File: src/rtl/alu64bit_seq.sv
// Sliced 64-bit ALU (NOR/XOR/ADD/SUB), SLICE_W bits per clock, N=64/SLICE_W clocks accept-to-out_valid; holds result under out_ready=0.
// Optional signed-overflow output ovf is built only when ALU_SEQ_OVF_EN is defined.
module alu64bit_seq #(
  parameter int SLICE_W = 16
) (
  input  logic        clk,
  input  logic        rst,
  input  logic        in_valid,
  output logic        in_ready,
  input  logic [63:0] a,
  input  logic [63:0] b,
  input  logic        cin,
  input  logic [1:0]  op,
  output logic        out_valid,
  input  logic        out_ready,
  output logic [63:0] s,
  output logic        cout
`ifdef ALU_SEQ_OVF_EN
  ,
  output logic        ovf
`endif
);

  localparam int         N    = 64 / SLICE_W;
  localparam logic [6:0] LAST = 7'(N - 1);

  localparam logic [1:0] OP_NOR = 2'b00;
  localparam logic [1:0] OP_XOR = 2'b01;
  localparam logic [1:0] OP_ADD = 2'b10;
  localparam logic [1:0] OP_SUB = 2'b11;

  typedef enum logic [1:0] {
    IDLE,
    CALC,
    DONE
  } state_t;

  typedef struct packed {
    logic [1:0]  op;
    logic [63:0] a;
    logic [63:0] b;
  } req_t;

  state_t             state_q, state_d;
  req_t               req_q;
  logic               carry_q;
  logic [6:0]         cnt_q;
  logic [63:0]        acc_q;
  logic [63:0]        acc_d;
  logic               accept;
  logic               last_slice;
  logic [SLICE_W-1:0] slice_a;
  logic [SLICE_W-1:0] slice_b;
  logic [SLICE_W-1:0] slice_r;
  logic [SLICE_W:0]   slice_sum;
  logic               slice_c;

  assign in_ready   = (state_q == IDLE);
  assign out_valid  = (state_q == DONE);
  assign accept     = in_valid && in_ready;
  assign last_slice = (cnt_q == LAST);

  always_ff @(posedge clk or posedge rst) begin
    if (rst) begin
      state_q <= IDLE;
    end else begin
      state_q <= state_d;
    end
  end

  always_comb begin
    state_d = state_q;
    case (state_q)
      IDLE:    if (accept) state_d = CALC;
      CALC:    if (last_slice) state_d = DONE;
      DONE:    if (out_ready) state_d = IDLE;
      default: state_d = IDLE;
    endcase
  end

  // Operands are shifted right each slice, so the current slice always sits in the low bits.
  always_comb begin
    slice_a   = req_q.a[SLICE_W-1:0];
    slice_b   = (req_q.op == OP_SUB) ? ~req_q.b[SLICE_W-1:0] : req_q.b[SLICE_W-1:0];
    slice_sum = {1'b0, slice_a} + {1'b0, slice_b} + (SLICE_W+1)'(carry_q);
    slice_r   = '0;
    slice_c   = 1'b0;
    case (req_q.op)
      OP_NOR:  slice_r = ~(slice_a | slice_b);
      OP_XOR:  slice_r = slice_a ^ slice_b;
      default: begin
        slice_r = slice_sum[SLICE_W-1:0];
        slice_c = slice_sum[SLICE_W];
      end
    endcase
    // Result bits enter at the top and move down, landing in place after the last slice.
    acc_d = (acc_q >> SLICE_W) | (64'(slice_r) << (64 - SLICE_W));
  end

`ifdef ALU_SEQ_OVF_EN
  logic slice_ovf;

  // Carry into bit 63 is recovered from the MSB sum bit: c_in = a ^ b ^ sum.
  always_comb begin
    slice_ovf = 1'b0;
    if (req_q.op == OP_ADD || req_q.op == OP_SUB) begin
      slice_ovf = slice_c ^ (slice_a[SLICE_W-1] ^ slice_b[SLICE_W-1] ^ slice_r[SLICE_W-1]);
    end
  end

  always_ff @(posedge clk or posedge rst) begin
    if (rst) begin
      ovf <= 1'b0;
    end else if (state_q == CALC && last_slice) begin
      ovf <= slice_ovf;
    end
  end
`endif

  always_ff @(posedge clk or posedge rst) begin
    if (rst) begin
      req_q   <= '0;
      carry_q <= 1'b0;
      cnt_q   <= '0;
      acc_q   <= '0;
      s       <= '0;
      cout    <= 1'b0;
    end else begin
      case (state_q)
        IDLE: begin
          if (accept) begin
            req_q.op <= op;
            req_q.a  <= a;
            req_q.b  <= b;
            carry_q  <= (op == OP_ADD) ? cin : (op == OP_SUB);
            cnt_q    <= '0;
          end
        end
        CALC: begin
          req_q.a <= req_q.a >> SLICE_W;
          req_q.b <= req_q.b >> SLICE_W;
          carry_q <= slice_c;
          cnt_q   <= cnt_q + 7'd1;
          acc_q   <= acc_d;
          if (last_slice) begin
            s    <= acc_d;
            cout <= slice_c;
          end
        end
        default: ;
      endcase
    end
  end

endmodule
File: config.mk
export PLATFORM = sky130hd
export DESIGN_NAME = alu64bit_seq
export DESIGN_NICKNAME = d
export VERILOG_FILES = /design/src/rtl/alu64bit_seq.sv
export SDC_FILE = /design/constraint.sdc
export NUM_CORES = 1
export LEC_CHECK = 0
export CAP_MARGIN = 20
export CORE_MARGIN = 1.5
export CORE_UTILIZATION = 60
export DETAILED_ROUTE_END_ITERATION = 12
export DONT_BUFFER_PORTS = 1
export PLACE_DENSITY = 0.76
export SYNTH_ARGS = -nofsm -noshare
export SYNTH_HDL_FRONTEND = slang
export SYNTH_SLANG_ARGS = --single-unit
File: constraint.sdc
create_clock -name clk -period 23.1 [get_ports clk]
set_input_delay 4.62 -clock clk [delete_from_list [all_inputs] [get_ports clk]]
set_output_delay 4.62 -clock clk [all_outputs]
set_load 0.02 [all_outputs]
==> impl_results.md, run 1 <==
- Worst r2r dst: carry_q
- Die Wd: ~140 um
- Synth area leader: dfrtp_1
- Routed wire length: 25,600 um
- TritonCTS buffer count: 25
- GRT Util Overall: a little over a quarter
- # fillers: roughly 1,600
- Type of the most critical hold path: reg -> reg
- Crit Path Max Fanout: 110
- Die area: 0.0198 mm2
- Mapped Nets: roughly 1,500
- Post-synth top area share: between 50% and 60%
- Hold Startpoint: acc_q[17]
- Routability cong.: between 0.8 and 0.9
- Post-DP HPWL: roughly 17,000 um
- Via count: 8,459
- Buffer count from post-CTS setup fixing: 0
- Commonest cells in the netlist: nand2_1, dfrtp_1, nor2_1, o22ai_1, o21ai_0
- Slew HR: roughly 28%
- FMAX: approximately 160 MHz
- Final-report hold violation count: 0
- Hold buffers post-CTS: 0
- Setup Viol. Count Final: 0
- Die Y: 141 um
- EDFF count, synth: 0
- Pre-CTS setup slack: approximately 16 ns
- Initial DRC Count: 529
- Clock latency on the worst-skew pair: about 0.53 ns
- Max-slew violations: 0
- Buffers on Ports: 0
- Post-CTS sizing: 0
- CTS tree: yes
- Crit-path cells: inv_8, buf_4, buf_4
- Post-route total power: 2260 uW
- R2R cell count: 9
- Post-route ant nets: 0
- WL/cell: 17.2 um
- Count leader, synth: nand2_1
- Power per cell area: about 180 mW/mm2
- ANT cells: 0
- Synth warn: 0
- Tcrit/Tclk final: around 28%
- R2r startpoint: req_q[128]
- Top cells by area, synth: dfrtp_1, nand2_1, nor2_1
- Final net count: around 1,400
- Initial Util: approximately three fifths
- Worst hold path depth: 2
- Top_reg_cell synth: dfrtp_1
- Share of layout cells above drive strength 1: approximately 4.7%
- Sequential area share after synthesis: between 50% and 60%
- Max H-tree Level: 1
- Hold path endpoint: s[1]
- Clk sinks: around 250
- Critical Path RT: between 20 and 25 ns
- Cell with the most instances on the worst path: buf_4
- CTS clk-pin slew, worst paths: 0.06 ns
- Status: finished clean
- Lkg Pwr: a little under 0.006 uW
- Yosys cell types: 46
- Antenna violations before repair: 0
- CP peak stage delay: 0.84 ns
- First-pass GRT wire length: roughly 42,000 um
- Cell Area, Synth: about 0.011 mm2
- I/O pin total: approximately 200
- Vias per cell: between 5 and 6
- Endpoint class of the critical path: asynchronous set/reset pin
- Synth Instances: between 1,000 and 1,500
- Fin worst setup slack: 16.75 ns
- # rows: 50
- Worst Setup Path Type: in -> async
- Setup Skew: 0.0171 ns
- CTS root buf: clkbuf_16
- Worst slew pin tran: ~1.1 ns
- #FFs+latches synth: about 250
- First drt pass iteration count: 5
- Core area: approximately 0.019 mm2
- Max-cap violations: 0
- RSZ-0062 raised after global routing: false
- Setup_tns: 0 ns
- Crit-path slowest cell: buf_4
- Average size of a mapped cell: roughly 8.9 um2
- Synth async-reset ratio: 100%
- Worst IR drop on VDD: slightly below 90 uV
- Largest net degree at the start of global routing: 111
- Total grt overflow: 0
- R2R Setup Slk: around 18 ns
- Vias in the first global route: between 8,000 and 9,000
- End-of-flow core utilization: around two thirds
- CTS Buffer Depth: 3
- Final min period: roughly 6.4 ns
- Residual DRC count: 0
- Crit path launch type: input port
- Worst Path Arrival: roughly 6.9 ns
- WHS: 0.468 ns
- Area grow syn2layout: 7.51%
-- final cells by class --
type,count,area [um2],area share (%)
Sequential cell,253,6330,51.7
Tap cell,234,293,2.39
Clock inverter,3,43.8,0.357
Clock buffer,36,717,5.85
Inverter,44,173,1.41
Timing Repair Buffer,10,87.6,0.715
Multi-Input combinational cell,905,4610,37.6
-- stage by stage --
step	std cells	instance area, um2
final	1485	12300
after global routing	1485	12300
after CTS	1484	12200
after detailed placement	1445	11500
after global placement	1445	11500
after floorplan	1283	11400
-- cell families after synthesis --
| kind of cell | count (synthesis) | synth area share, % |
|---|---|---|
| xor+xnor | 25 | 1.92 |
| mux | 16 | 1.45 |
| buf+inv | 125 | 4.27 |
| compound gates | 248 | 13.0 |
| fa+ha+maj | 34 | 3.86 |
| flops | 253 | 55.5 |
| simple gates | 582 | 19.9 |
-- state kept, by name (all words and copies together) (netlist names) --
name	cells
acc_q	48
carry_q	1
cnt_q	7
cout	1
req_q	130
s	64
state_q	2
-- critical path, delay by kind of cell --
kind | cells | cell delay (ns)
buffers and inverters | 3 | 2.11
-- layer usage --
layer	part of all wire (%)	global-route usage, %
met5	0	0
met4	2.0	6.91
met1	42	35.0
met2	47	42.9
met3	8.6	7.30
-- cell usage in the layout (no fill, tap or decap), types with 9 or more instances in the layout --
cell,instances
a21oi_1,45
nor3_1,11
mux2i_1,12
nor2_1,188
o21ai_0,69
dfrtp_1,253
buf_4,9
o22ai_1,98
clkbuf_16,25
ha_1,32
nand2_1,356
inv_1,43
xnor2_1,22
-- how the worst max path moves through the flow --
stage | end | from | slack (ns) | depth (start not counted)
finish | s[34] | rst | 16.75 | 3
global route | acc_q[27] | rst | 16.29 | 3
CTS | s[47] | rst | 16.61 | 3
detailed placement | acc_q[45] | rst | 16.06 | 3
global placement | cnt_q[0] | rst | 16.07 | 3
floorplan | acc_q[16] | rst | 11.52 | 1
-- where the power goes --
part	switching, uW	internal, uW
Clock	160	224
Combinational	641	371
Sequential	207	654
(Power assumes the default switching activity.)
==> inputs of run 2 (changes only) <==
CORE_UTILIZATION = 57   (was 60)
PLACE_DENSITY = 0.75   (was 0.76)
clock period = 5.6 ns   (was 23.1 ns; I/O delays follow)
==> run 2 against run 1 <==
Total power grew to 4.2 times the previous value. Non-clock buffer count rose by 4. Register-to-register slack got worse by 17 ns. Clock power grew to 4.4 times the previous value. First-iteration DRC count decreased by 16%. Combinational power increased to 4.1 times the previous value. Core utilization is 2.0 points lower. Clock-buffer cell count increased by 4. Via count down 0.34%. Worst hold slack got worse by 0.0049 ns. Critical endpoint is now carry_q. Largest power group unchanged.
==> impl_results.md, run 2 (same netlist as run 1, synthesis figures left out) <==
- Post-DP HPWL: about 17,000 um
- Buffers on Ports: 0
- Initial DRC Count: roughly 450
- Initial Util: 58.4%
- Pre-CTS setup slack: approximately 1.9 ns
- I/O pin total: a little over 200
- Post-route cell area: roughly 0.012 mm2
- Crit-path cells: nand2_1, buf_4, xnor2_1, fa_1, fa_1, a21oi_1, o221ai_2, a32oi_1, o21ai_0, a221o_1
- Register name with the most flops: req_q
- Routability cong.: around 0.9
- Crit-path slowest cell: dfrtp_1
- Max H-tree Level: 1
- End-of-flow core utilization: about 64%
- Crit path launch type: register
- Share of layout cells above drive strength 1: under 10%
- Final min period: between 3 and 4 ns
- ANT cells: 0
- Core area: roughly 0.02 mm2
- CTS clk-pin slew, worst paths: roughly 0.06 ns
- Worst slew pin tran: 0.939 ns
- Setup Skew: around 0.014 ns
- GRT Util Overall: between 20% and 30%
- Post-route total power: ~9400 uW
- Final-report hold violation count: 0
- Setup_tns: 0 ns
- Crit Path Max Fanout: 27
- Slew HR: between 30% and 40%
- R2R Setup Slk: between 1.5 and 2 ns
- Commonest non-fill, non-tap cell in the layout: nand2_1
- Tcrit/Tclk final: around 67%
- Post-CTS sizing: 0
- Power per cell area: approximately 760 mW/mm2
- Worst Setup Path Type: reg -> reg
- Worst Path Arrival: 4.12 ns
- # rows: 51
- FMAX: around 270 MHz
- Largest net degree at the start of global routing: 174
- Fin worst setup slack: between 1.5 and 2 ns
- Most frequent cells in the layout: nand2_1, dfrtp_1, nor2_1
- Vias in the first global route: around 8,000
- Final net count: roughly 1,400
- Hold buffers post-CTS: 0
- TritonCTS buffer count: 26
- Post-route ant nets: 0
- R2R cell count: 10
- Critical Path RT: approximately 6.0 ns
- Status: finished clean
- CTS root buf: clkbuf_16
- R2r startpoint: req_q[129]
- RSZ-0062 raised after global routing: false
- Die area: around 0.021 mm2
- Via count: 8,430
- Lkg Pwr: roughly 0.006 uW
- Max-cap violations: 0
- Clock latency on the worst-skew pair: about 0.52 ns
- Regs by FF count: req_q x130, s x64, acc_q x48
- Worst r2r dst: carry_q
- Die Y: 144 um
- Die Wd: roughly 140 um
- Max-slew violations: 0
- Buffer count from post-CTS setup fixing: 0
- CP peak stage delay: roughly 0.83 ns
- Cell area after placement: between 0.01 and 0.015 mm2
- Total grt overflow: 0
- First drt pass iteration count: 4
- WL/cell: 16.9 um
- Worst Setup SP: req_q[129]
- Endpoint class of the critical path: register
- Area grow syn2layout: 9.24%
- Worst IR drop on VDD: roughly 350 uV
- CTS tree: yes
- Antenna violations before repair: 0
- Largest register FFs: 130
- Setup Viol. Count Final: 0
- Cell with the most instances on the worst path: fa_1
- CTS Buffer Depth: 3
- Routed wire length: around 26,000 um
- Type of the most critical hold path: reg -> reg
- Critical Path End: carry_q
- Vias per cell: roughly 5.5
- First-pass GRT wire length: 41,000 um
- Residual DRC count: 0
- Clk sinks: 253
## run 2: report_power, final
part | internal [uW] | switching, uW
sequential | 2700 | 835
combinational | 1560 | 2630
clock | 1020 | 666
total | 5280 | 4130
## run 2: worst max-delay path, delay by kind of cell (launching register included)
family	cells	cell delay, ns
simple gates	1	0.12
compound gates	5	1.37
xor+xnor	1	0.19
buf+inv	1	0.25
fa+ha+maj	2	0.84
flops	1	0.83
## run 2: final cells by class
type	instances	area (um2)
clock buffers	40	805
clock inverters	3	43.8
fillers	1696	7080
inverters	44	169
multi-input cells	905	4610
flip-flops and latches	253	6330
well taps	265	332
repair buffers	14	163
## run 2: worst min path at each step
stage	slack (ns)	start	endpoint	depth (start not counted)
after floorplan	0.44	acc_q[16]	s[0]	2
after detailed placement	0.45	acc_q[21]	s[5]	2
after global placement	0.45	acc_q[17]	s[1]	2
after global routing	0.48	rst	req_q[127]	2
after CTS	0.46	acc_q[21]	s[5]	2
final	0.46	acc_q[21]	s[5]	2
## run 2: metal layers
layer / routed length, um / GRT usage, %
met5: 0 / 0
met4: 675 / 6.59
met3: 2190 / 7.55
met2: 11700 / 39.5
met1: 11200 / 33.0
## run 2: per-stage QoR
step / std cells / hold WS, ns
floorplan: 1283 / 0.439
global placement: 1478 / 0.450
detailed placement: 1478 / 0.448
CTS: 1521 / 0.463
global route: 1524 / 0.482
finish: 1524 / 0.463
